==> src/rtl/demux1_8_buf_pkg.sv <==
// Shared constants, lane-state encoding and a popcount helper for the
// buffered 1-to-8 demultiplexer.
package demux1_8_buf_pkg;

    localparam int NUM_LANES = 8;
    localparam int SEL_W     = 3;
    localparam int COUNT_W   = 4;

    typedef enum logic {
        LANE_EMPTY = 1'b0,
        LANE_FULL  = 1'b1
    } lane_state_e;

    // Number of set bits in a lane vector, sized to the occupancy counter.
    function automatic logic [COUNT_W-1:0] lane_popcount(input logic [NUM_LANES-1:0] vec);
        logic [COUNT_W-1:0] cnt;
        cnt = {COUNT_W{1'b0}};
        for (int i = 0; i < NUM_LANES; i++) begin
            cnt = cnt + {{(COUNT_W-1){1'b0}}, vec[i]};
        end
        return cnt;
    endfunction

endpackage

==> src/rtl/demux1_8_buf_decoder3_8.sv <==
// 3-to-8 one-hot decoder with enable; forms the per-lane write strobe.
module decoder3_8
    import demux1_8_buf_pkg::*;
(
    input  logic [SEL_W-1:0]     sel,
    input  logic                 en,
    output logic [NUM_LANES-1:0] onehot
);

    // Decode sel into a single set bit, all zero while disabled.
    always_comb begin
        onehot = {NUM_LANES{1'b0}};
        if (en) begin
            onehot = {{(NUM_LANES-1){1'b0}}, 1'b1} << sel;
        end else begin
            onehot = {NUM_LANES{1'b0}};
        end
    end

endmodule

==> src/rtl/demux1_8_buf.sv <==
// Buffered 1-to-8 demux: one input word steered into eight holding lanes,
// each held until its consumer acks; producer stalls on an occupied lane.
module demux1_8_buf
    import demux1_8_buf_pkg::*;
#(
    parameter int WIDTH = 16
) (
    input  logic                 clk,
    input  logic                 rst_n,
    input  logic [WIDTH-1:0]     in,
    input  logic [SEL_W-1:0]     sel,
    input  logic                 in_valid,
    output logic                 in_ready,
    output logic [WIDTH-1:0]     out1,
    output logic [WIDTH-1:0]     out2,
    output logic [WIDTH-1:0]     out3,
    output logic [WIDTH-1:0]     out4,
    output logic [WIDTH-1:0]     out5,
    output logic [WIDTH-1:0]     out6,
    output logic [WIDTH-1:0]     out7,
    output logic [WIDTH-1:0]     out8,
    output logic [NUM_LANES-1:0] out_valid,
    input  logic [NUM_LANES-1:0] out_ack,
    output logic [COUNT_W-1:0]   count
);

    logic [NUM_LANES-1:0] wr_s;
    logic [NUM_LANES-1:0] accept_s;
    logic [NUM_LANES-1:0] consume_s;
    logic [NUM_LANES-1:0] valid_s;
    logic                 ready_s;
    logic [COUNT_W-1:0]   count_r;
    logic [COUNT_W-1:0]   count_next_s;
    logic [WIDTH-1:0]     lane_data_r  [NUM_LANES];
    lane_state_e          lane_state_r [NUM_LANES];

    decoder3_8 u_decoder3_8 (
        .sel    (sel),
        .en     (in_valid),
        .onehot (wr_s)
    );

    // Addressed lane can take a word if empty or being drained this cycle.
    always_comb begin
        ready_s = 1'b0;
        if (!valid_s[sel] || out_ack[sel]) begin
            ready_s = 1'b1;
        end else begin
            ready_s = 1'b0;
        end
    end

    assign accept_s  = wr_s & {NUM_LANES{ready_s}};
    assign consume_s = valid_s & out_ack;

    for (genvar k = 0; k < NUM_LANES; k++) begin : g_lane
        assign valid_s[k] = (lane_state_r[k] == LANE_FULL);

        // Lane holding register: a refill wins over a simultaneous consume.
        always_ff @(posedge clk or negedge rst_n) begin
            if (!rst_n) begin
                lane_data_r[k]  <= {WIDTH{1'b0}};
                lane_state_r[k] <= LANE_EMPTY;
            end else if (accept_s[k]) begin
                lane_data_r[k]  <= in;
                lane_state_r[k] <= LANE_FULL;
            end else if (consume_s[k]) begin
                lane_state_r[k] <= LANE_EMPTY;
            end else begin
                lane_state_r[k] <= lane_state_r[k];
            end
        end
    end

    // Occupancy delta: +1 per accept, -1 per consume, summed per cycle.
    always_comb begin
        count_next_s = count_r;
        count_next_s = count_r + lane_popcount(accept_s) - lane_popcount(consume_s);
    end

    // Occupancy counter register.
    always_ff @(posedge clk or negedge rst_n) begin
        if (!rst_n) begin
            count_r <= {COUNT_W{1'b0}};
        end else begin
            count_r <= count_next_s;
        end
    end

    assign in_ready  = ready_s;
    assign out_valid = valid_s;
    assign count     = count_r;
    assign out1      = lane_data_r[0];
    assign out2      = lane_data_r[1];
    assign out3      = lane_data_r[2];
    assign out4      = lane_data_r[3];
    assign out5      = lane_data_r[4];
    assign out6      = lane_data_r[5];
    assign out7      = lane_data_r[6];
    assign out8      = lane_data_r[7];

endmodule

==> config.mk <==
export PLATFORM = sky130hd
export DESIGN_NAME = demux1_8_buf
export DESIGN_NICKNAME = d
export VERILOG_FILES = /design/src/rtl/demux1_8_buf_pkg.sv /design/src/rtl/demux1_8_buf_decoder3_8.sv /design/src/rtl/demux1_8_buf.sv
export SDC_FILE = /design/constraint.sdc
export NUM_CORES = 1
export LEC_CHECK = 0
export BUFFER_PORTS_ARGS = -buffer_cell sky130_fd_sc_hd__buf_2
export CORE_UTILIZATION = 35
export CTS_CLUSTER_SIZE = 24
export DETAILED_ROUTE_END_ITERATION = 8
export GPL_TIMING_DRIVEN = 0
export SLEW_MARGIN = 20
export SYNTH_ARGS = -nofsm -noshare
export SYNTH_HDL_FRONTEND = slang
export SYNTH_SLANG_ARGS = --single-unit
==> constraint.sdc <==
create_clock -name clk -period 8.7 [get_ports clk]
set_clock_uncertainty 0.2 [all_clocks]
set_input_delay 1.74 -clock clk [delete_from_list [all_inputs] [get_ports clk]]
set_output_delay 1.74 -clock clk [all_outputs]
set_load 0.005 [all_outputs]
After elaboration in Yosys (flattened, before gate mapping)
Index checks and enable logic that the tools add are counted.
Word-level totals
  register bits after elaboration: 140
  bits of input ports: 30
  output and inout bits: 141
  logic and storage cells: 69
Operators by class
  $add $sub $neg: 16
  order comparisons: 1
  shift operators: 1
  muxes and demuxes: 22
  bitwise operators: 2
  reductions and logical operators: 10
Operators by type and width (number)
  adder 4 x 1 -> 4 bit: 8
  2-to-1 mux 1 bit: 19
  bitwise AND 8 bit: 2
  nonzero test 2 bit: 8
  adder 3 x 1 -> 4 bit: 2
  2-to-1 mux 8 bit: 1
  left shift 1 x 3 -> 8 bit, first input constant: 1
  adder 2 x 1 -> 3 bit: 2
  binary-select mux 1 bit (select 3 bit): 2
  adder 1 x 1 -> 2 bit: 2
  adder 4 bit: 1
  less-than comparator 3 x 4 -> 1 bit, second input constant: 1
  subtractor 4 bit: 1
  logical NOT 1 bit: 1
  logical OR 1 bit: 1

Logic depth before layout (Yosys ltp)
Gate-level depths: netlist of run 1.
  depth after elaboration: 15
  gate-level depth with buffers: 19
  mapped depth without buffers: 16

Hierarchy
Synthesis of run 1 repeated with hierarchy kept, for this count alone.
Unflattened totals
  cell total of the unflattened synthesis: 375
  area total of the unflattened synthesis: 5989.5 µm²
Modules (own cells, without submodules)
  demux1_8_buf: instances 1, cells each 367, area an instance 5894.4 µm², seq. area each 3503.4 µm²
  decoder3_8: instances 1, cells each 8, area an instance 95.1 µm², seq. area each 0.0 µm²

Least setup slack after synthesis of run 1
Ideal clock, no wire load.
  kind: input port to flip-flop
  start: input sel[1]
  end: register count_r[3], in the netlist count[3]
  data arrival time: 5.667 ns
  data required time: 8.420 ns
  slack: 2.753 ns
  cell stages on the path: 17
  path buffers: 3
  cells stage by stage: buf_4 -> nor2b_1 -> buf_4 -> nand3_4 -> buf_2 -> fa_1 -> fa_1 -> inv_1 -> fa_1 -> inv_1 -> fa_1 -> fa_1 -> inv_1 -> ha_1 -> fa_1 -> xnor2_1 -> xnor2_1
Between the ends
  longest elaborated chain between the ends: 15
Ends and longest elaborated chain
  from (decl): RTL line demux1_8_buf.sv:11  | input logic [SEL_W-1:0] sel,
  binary-select mux 1 bit (select 3 bit): RTL line demux1_8_buf.sv:46  | if (!valid_s[sel] || out_ack[sel]) begin
  2-to-1 mux 1 bit (implied by the code): RTL line demux1_8_buf.sv:46
  logical NOT 1 bit: RTL line demux1_8_buf.sv:46
  logical OR 1 bit: RTL line demux1_8_buf.sv:46
  2-to-1 mux 1 bit: RTL line demux1_8_buf.sv:46
  bitwise AND 8 bit *: RTL line demux1_8_buf.sv:53  | assign accept_s = wr_s & {NUM_LANES{ready_s}};
  adder 1 x 1 -> 2 bit: RTL line demux1_8_buf_pkg.sv:19  | cnt = cnt + {{(COUNT_W-1){1'b0}}, vec[i]};
  adder 2 x 1 -> 3 bit: RTL line demux1_8_buf_pkg.sv:19
  adder 3 x 1 -> 4 bit: RTL line demux1_8_buf_pkg.sv:19
  adder 4 x 1 -> 4 bit (3 in series): RTL line demux1_8_buf_pkg.sv:19
  adder 4 x 1 -> 4 bit *: RTL line demux1_8_buf_pkg.sv:19
  adder 4 bit *: RTL line demux1_8_buf.sv:78  | count_next_s = count_r + lane_popcount(accept_s) - lane_popcount(consume_s);
  subtractor 4 bit *: RTL line demux1_8_buf.sv:78
  via count_next_s[3]: RTL line demux1_8_buf.sv:33  | logic [COUNT_W-1:0] count_next_s;
  to (signal assigned): RTL line demux1_8_buf.sv:84  | count_r <= {COUNT_W{1'b0}};
  to (signal assigned): RTL line demux1_8_buf.sv:86  | count_r <= count_next_s;
  to (decl): RTL line demux1_8_buf.sv:32  | logic [COUNT_W-1:0] count_r;
The timed path passes the listed nets; every way through them passes the cells marked *. The select of a mux whose other input is x is not followed.
A chain may end at the register's enable or synchronous reset.

Final worst setup path of run 1
  start: input out_ack[2]
  end: register count_r[3], in the netlist count[3]
RTL lines
  from (decl): RTL line demux1_8_buf.sv:23  | input logic [NUM_LANES-1:0] out_ack,
  binary-select mux 1 bit (select 3 bit): RTL line demux1_8_buf.sv:46
  2-to-1 mux 1 bit (implied by the code): RTL line demux1_8_buf.sv:46
  logical OR 1 bit: RTL line demux1_8_buf.sv:46
  2-to-1 mux 1 bit: RTL line demux1_8_buf.sv:46
  bitwise AND 8 bit: RTL line demux1_8_buf.sv:53
  via accept_s[2]: RTL line demux1_8_buf.sv:28  | logic [NUM_LANES-1:0] accept_s;
  adder 2 x 1 -> 3 bit: RTL line demux1_8_buf_pkg.sv:19
  adder 3 x 1 -> 4 bit: RTL line demux1_8_buf_pkg.sv:19
  adder 4 x 1 -> 4 bit (4 in series): RTL line demux1_8_buf_pkg.sv:19
  adder 4 bit: RTL line demux1_8_buf.sv:78
  subtractor 4 bit: RTL line demux1_8_buf.sv:78
  via count_next_s[3]: RTL line demux1_8_buf.sv:33
The timed path passes the listed nets, and every way through them passes these cells. The select of a mux whose other input is x is not followed.

==> out/metrics.cfg, run 1 <==
[yosys]
avgSynthCellArea_um2 = 16.6
synth.distinct_cells = 28
syn_nets = 406
ys_seq_elements = 140
synth.top_cells.by_area = dfrtp_1, mux2_2, mux2_4
syn_area_um2 = 5980
seq_area_frac_synth_pct = 58.5
yosys.area.top_type = dfrtp_1
netlist.area_leader.share_pct = 58.5
ys_warn_count = 0
syn_inst = 360

[place]
dpl.hpwl_um = 10100
place.gp.congestion = 0.730
pre_cts_ws_ns = 2.27
place_inst = 748
port_buffers = 167

[routing]
post_drt_wl_per_cell_um = 18.6
drc = 0
postRouteAntennaNets = 0
dr.pass1.iters = 4
via_per_inst = 4.73
vias = 3693
drtIter0Drc = 84
wl_um = 14500

[clocking]
cts_tree = done
post-cts-setup-buffers = 0
cts.path.max_buffers = 2
cts_inserted_buffers = 17
h-tree-depth = 4
cts_hold_buf = 0
clkLatencyLatePin_ns = 0.41
path_clk_slew_ns = 0.06
root_buffer = clkbuf_16
cts.sinks = 140
cts_resized = 0

[power_and_ir_drop]
power_density_nw_per_um2 = 280
p_leak_nw = 3.86
ir_worst_vdd_mv = 0.136

[sta]
fmax_mhz = 167
relSlewSlack_pct = 35.7
setup_slack_ns = 2.73
layout_min_cycle_time_ns = 5.97
min_period_over_period_pct = 68.7
setup_tns_ns = 0
max_slew.worst_pin.slew_ns = 0.960
rsz0062_at_grt = no
hold_viol = 0
setup_viol = 0
drv_slew = 0

[die]
io_pins = 171
core_area_um2 = 16600
die_w_um = 133
initial_core_util_pct = 36.0
rows = 47
die_h_um = 133
die_area_um2 = 17600

[setup_path]
cp-startpoint = out_ack[2]
reg2reg_slack_ns = 3.70
endpoint_kind = flop
worst-endpoint-arrival_ns = 6.11
startpoint_type = input port
crit_fanout = 10
rr_worst_depth = 14
reg2reg_to = count[2]
r2r-start = out_valid[6]
required_ns = 8.84
critPathKind = in2reg
endpoint = count[3]

[finish]
drive_above_1_share_pct = 62.1
final_cell_mix = buf_2, dfrtp_1, mux2_2
insertedDiodeCount = 0
fill_cells = 1506
areaGrowthSynthToFinish_pct = 29.9
finalNetCount = 593
final_cells = 780
layout_commonest_cell = buf_2

[global_route]
grt_pass1_vias = 3957
track_usage_pct = 17.4
grt.overflow.total = 0
antenna_found_initial = 0
grt_pass1_wl_um = 22700
grt_max_degree = 81

[run_status]
status = finished clean

[min_path]
hp-class = reg2reg

[run]
maxCapViolations = 0

==> state kept, by name (all words and copies together) (netlist names) <==
name,cells
out4,16
out_valid,8
out5,16
out7,16
out3,16
out8,16
out6,16
out2,16
out1,16
count,4
==> cell type report <==
cell class                 instances  area [um2]  share of cell area, %
multi-input combinational        191        2290                   29.5
sequential                       140        3500                   45.1
clock inverter                    13         189                   2.43
clock buffer                      19         453                   5.83
buffer                            13         130                   1.67
inverter                          16        60.1                  0.772
timing repair buffer             168         873                   11.2
tap                              220         275                   3.54
==> cell families after synthesis <==
| family | share of synthesized area [%] |
|---|---|
| flip-flops | 58.5 |
| XOR/XNOR | 0.439 |
| multiplexers | 26.7 |
| adder cells (fa/ha/maj) | 4.98 |
| buffers and inverters | 3.18 |
| AO/OA/AOI/OAI | 0.251 |
| AND/OR/NAND/NOR | 5.96 |
==> layer usage <==
metal	up-vias	GRT usage (%)	part of all wire (%)
li1	1629	-	-
met1	1901	21.7	43
met2	148	28.1	48
met3	15	6.48	7.8
met4	0	5.62	1.2
met5	-	0	0
==> worst max-delay path: stages <==
cell and delay (ns):
buf_2 0.11, nand2b_1 0.21, nand4_4 0.25, buf_2 0.34, inv_1 0.11, fa_1 0.54, inv_1 0.05, fa_1 0.47
inv_1 0.05, fa_1 0.49, inv_1 0.07, fa_1 0.56, fa_1 0.18, inv_1 0.04, ha_1 0.18, fa_1 0.38
xnor2_1 0.20, xnor2_1 0.13
==> how the worst min path moves through the flow <==
stage	slack, ns	end	start	cells past startpoint
after global routing	0.30	out4[13]	out4[13]	1
final	0.28	out4[12]	out4[12]	1
after floorplan	0.28	out4[10]	out4[10]	1
after detailed placement	0.27	out4[12]	out4[12]	1
after global placement	0.26	out4[12]	out4[12]	1
after CTS	0.29	out4[12]	out4[12]	1
==> power breakdown <==
| group | total, mW | internal, mW | leakage, nW | switching, mW |
|---|---|---|---|---|
| Sequential | 0.880 | 0.801 | 1.69 | 0.0784 |
| Clock | 0.774 | 0.496 | 0.310 | 0.278 |
| Combinational | 0.523 | 0.299 | 1.86 | 0.225 |
==> Yosys cell counts, drive strengths merged <==
master,instances
nor2b,4
nand4,2
nand2b,6
nor3b,3
dfrtp,140
nor2,1
fa,13
nand3,1
mux2,129
or2,2
mux4,1
a21oi,3
ha,3
buf,13
xnor2,3
and2,8
or3,1
nand2,7
nand4b,2
inv,16
nor4b,2
==> stage by stage <==
stage	instance area, um2	hold slack (ns)	utilization, %	total power, mW
after floorplan	5980	0.283	-	1.17
after global placement	7100	0.263	42.6	1.39
after detailed placement	7130	0.275	42.9	1.42
after CTS	7770	0.288	46.7	2.21
after global routing	7770	0.303	46.7	2.31
final	7770	0.281	46.7	2.18
Power figures use the tool's default switching activity.
==> run 2, diff against run 1 <==
ABC_AREA = 1   (was not set)
clock period = 6 ns   (was 8.7 ns; I/O delays follow)
==> run 2 against run 1 <==
  * Register-to-register slack worse by 2.7 ns
  * Combinational power up 46%
  * Highest routed layer unchanged
  * Via count up 54%
  * Non-clock buffer count up 37
  * Hold slack worse by 0.016 ns
  * Worst setup slack worse by 2.4 ns
  * Critical path depth unchanged
  * Die area up 11%
  * Final cell count up 45%
==> out/metrics.cfg, run 2 <==
[place]
place.gp.congestion = 0.814
pre_cts_ws_ns = -0.101
place_inst = 1100
port_buffers = 153
dpl.hpwl_um = 14800
post_dp_cell_area_um2 = 7740

[sta]
drv_slew = 0
relSlewSlack_pct = 35.4
max_slew.worst_pin.slew_ns = 0.966
setup_slack_ns = 0.319
fmax_mhz = 176
hold_viol = 0
min_period_over_period_pct = 94.7
layout_min_cycle_time_ns = 5.68
rsz0062_at_grt = no
whs_ns = 0.264
setup_viol = 0

[clocking]
cts_inserted_buffers = 17
cts.sinks = 140
cts_hold_buf = 0
root_buffer = clkbuf_16
cts.path.max_buffers = 2
post-cts-setup-buffers = 0
cts_resized = 0
h-tree-depth = 4
path_clk_slew_ns = 0.06
clkLatencyLatePin_ns = 0.42
cts_tree = done

[power_and_ir_drop]
p_leak_nw = 4.54
power_density_nw_per_um2 = 373
clock_power_share_pct = 33.5
p_comb_share_pct = 24.6
ir_worst_vdd_mv = 0.208
swShare_pct = 30.7
p_switching_mw = 0.952
total_power_mw = 3.10
p_int_mw = 2.15
power_frac_seq_pct = 41.8

[setup_path]
critPathKind = in2reg
critPathMaxStageDelay_ns = 0.74
required_ns = 6.10
crit_chain = buf_2 -> inv_1 -> nand2_1 -> nor2_1 -> nand3_4 -> buf_4 -> inv_1 -> fa_1 -> inv_1 -> fa_1 -> inv_1 -> fa_1 -> inv_1 -> fa_1 -> fa_1 -> inv_1 -> ha_1 -> fa_1
reg2reg_slack_ns = 1.02
startpoint_type = input port
crit_fanout = 10
path_buf_inv = 8
endpoint_kind = flop
rr_worst_depth = 22
worst-endpoint-arrival_ns = 5.78
crit_family = adder cells
cpMaxStageDelayCell = nor2_1
critical_path_depth = 18

[yosys]
yosys.cell_count.top_type = nand2_1
avgSynthCellArea_um2 = 9.33
synth.top_cells.by_area = dfrtp_1, nand2_1, nand4_1
syn_inst = 712
syn_nets = 758
synth_ff_type = dfrtp_1
seq_area_frac_synth_pct = 52.7
synth_enable_flop_cells = 0
yosys.area.top_type = dfrtp_1
netlist.area_leader.share_pct = 52.7
yosys-top-cells-count = nand2_1, dfrtp_1, nand4_1
ys_seq_elements = 140
syn_area_um2 = 6650
ys_warn_count = 0
synth.distinct_cells = 20
ys_async_sr_fraction_pct = 100

[global_route]
track_usage_pct = 22.1
grt_pass1_vias = 5544
grt_max_degree = 85
grt.overflow.total = 0
grt_pass1_wl_um = 32300
antenna_found_initial = 0

[die]
die_w_um = 140
die_area_um2 = 19500
io_pins = 171
die_h_um = 140
rows = 50
initial_core_util_pct = 35.7
core_area_um2 = 18600

[finish]
final_cells = 1130
finalNetCount = 931
layout_commonest_cell = nand2_1
insertedDiodeCount = 0
drive_above_1_share_pct = 28.2
areaGrowthSynthToFinish_pct = 25.1
finish.instance_area_um2 = 8320
final_cell_mix = nand2_1, buf_2, dfrtp_1

[routing]
drtIter0Drc = 419
wl_um = 20700
via_per_inst = 5.05
postRouteAntennaNets = 0
post_drt_wl_per_cell_um = 18.3
vias = 5704
dr.pass1.iters = 5
drc = 0

[run]
maxCapViolations = 0

[min_path]
hp-class = reg2reg
hold_depth = 2

[run_status]
status = finished clean

==> run 2: changes by cell type in the layout (fill, tap and decap cells not counted), sizes merged, moves of 4 or more <==
cell / change
o21ai: +9
nor2: +14
nand4: +127
buf: +26
clkbuf: +11
nor2b: -4
nand2: +275
inv: +20
mux2: -129
nand3: +16
nand2b: -6
and2: -8
==> run 2: logic make-up after synthesis <==
family,after synthesis,share of synthesized area (%)
AND/OR/NAND/NOR,443,32.0
buffers and inverters,101,9.77
XOR/XNOR,3,0.395
AO/OA/AOI/OAI,9,0.678
flip-flops,140,52.7
adder cells (fa/ha/maj),16,4.48
==> run 2: power by group through the flow <==
stage,Sequential [mW],Combinational (mW),Clock (mW)
after floorplan,1.32,0.398,0
after global placement,1.31,0.755,0
after detailed placement,1.31,0.781,0
after CTS,1.30,0.783,1.05
after global routing,1.32,0.886,1.09
final,1.30,0.764,1.04
==> run 2: worst min-delay path: cells and delay by family (launching register included) <==
family	cells	cell delay, ns
AND/OR/NAND/NOR	2	0.10
flip-flops	1	0.33
==> run 2: worst paths after layout <==
| check | from | end |
|---|---|---|
| hold / removal | out5[5] | out5[5] |
| hold reg to reg | out5[5] | out5[5] |
| max in group asynchronous | rst_n | out8[15] |
| setup / recovery | sel[0] | count[2] |
| min in group asynchronous | rst_n | count[3] |
| setup reg to reg | out_valid[4] | count[3] |
==> run 2: final cells by class <==
class                      instances  area (um2)
fill                            1889       10300
tap                              234         293
clock buffer                      19         453
timing repair buffer             154         803
sequential                       140        3500
inverter                          37         139
buffer                            64         510
multi-input combinational        471        2490
clock inverter                    11         121
==> run 2: metal layers <==
layer	wire length (um)	track usage, %
met2	9500	34.0
met1	9570	30.9
met5	0	0
met4	308	6.54
met3	1350	5.16
==> run 2: per-stage QoR <==
| step | util (%) | setup TNS [ns] |
|---|---|---|
| after floorplan | - | 0 |
| after global placement | 41.3 | -0.101 |
| after detailed placement | 41.5 | -0.197 |
| after CTS | 44.6 | 0 |
| after global routing | 44.6 | 0 |
| final | 44.6 | 0 |
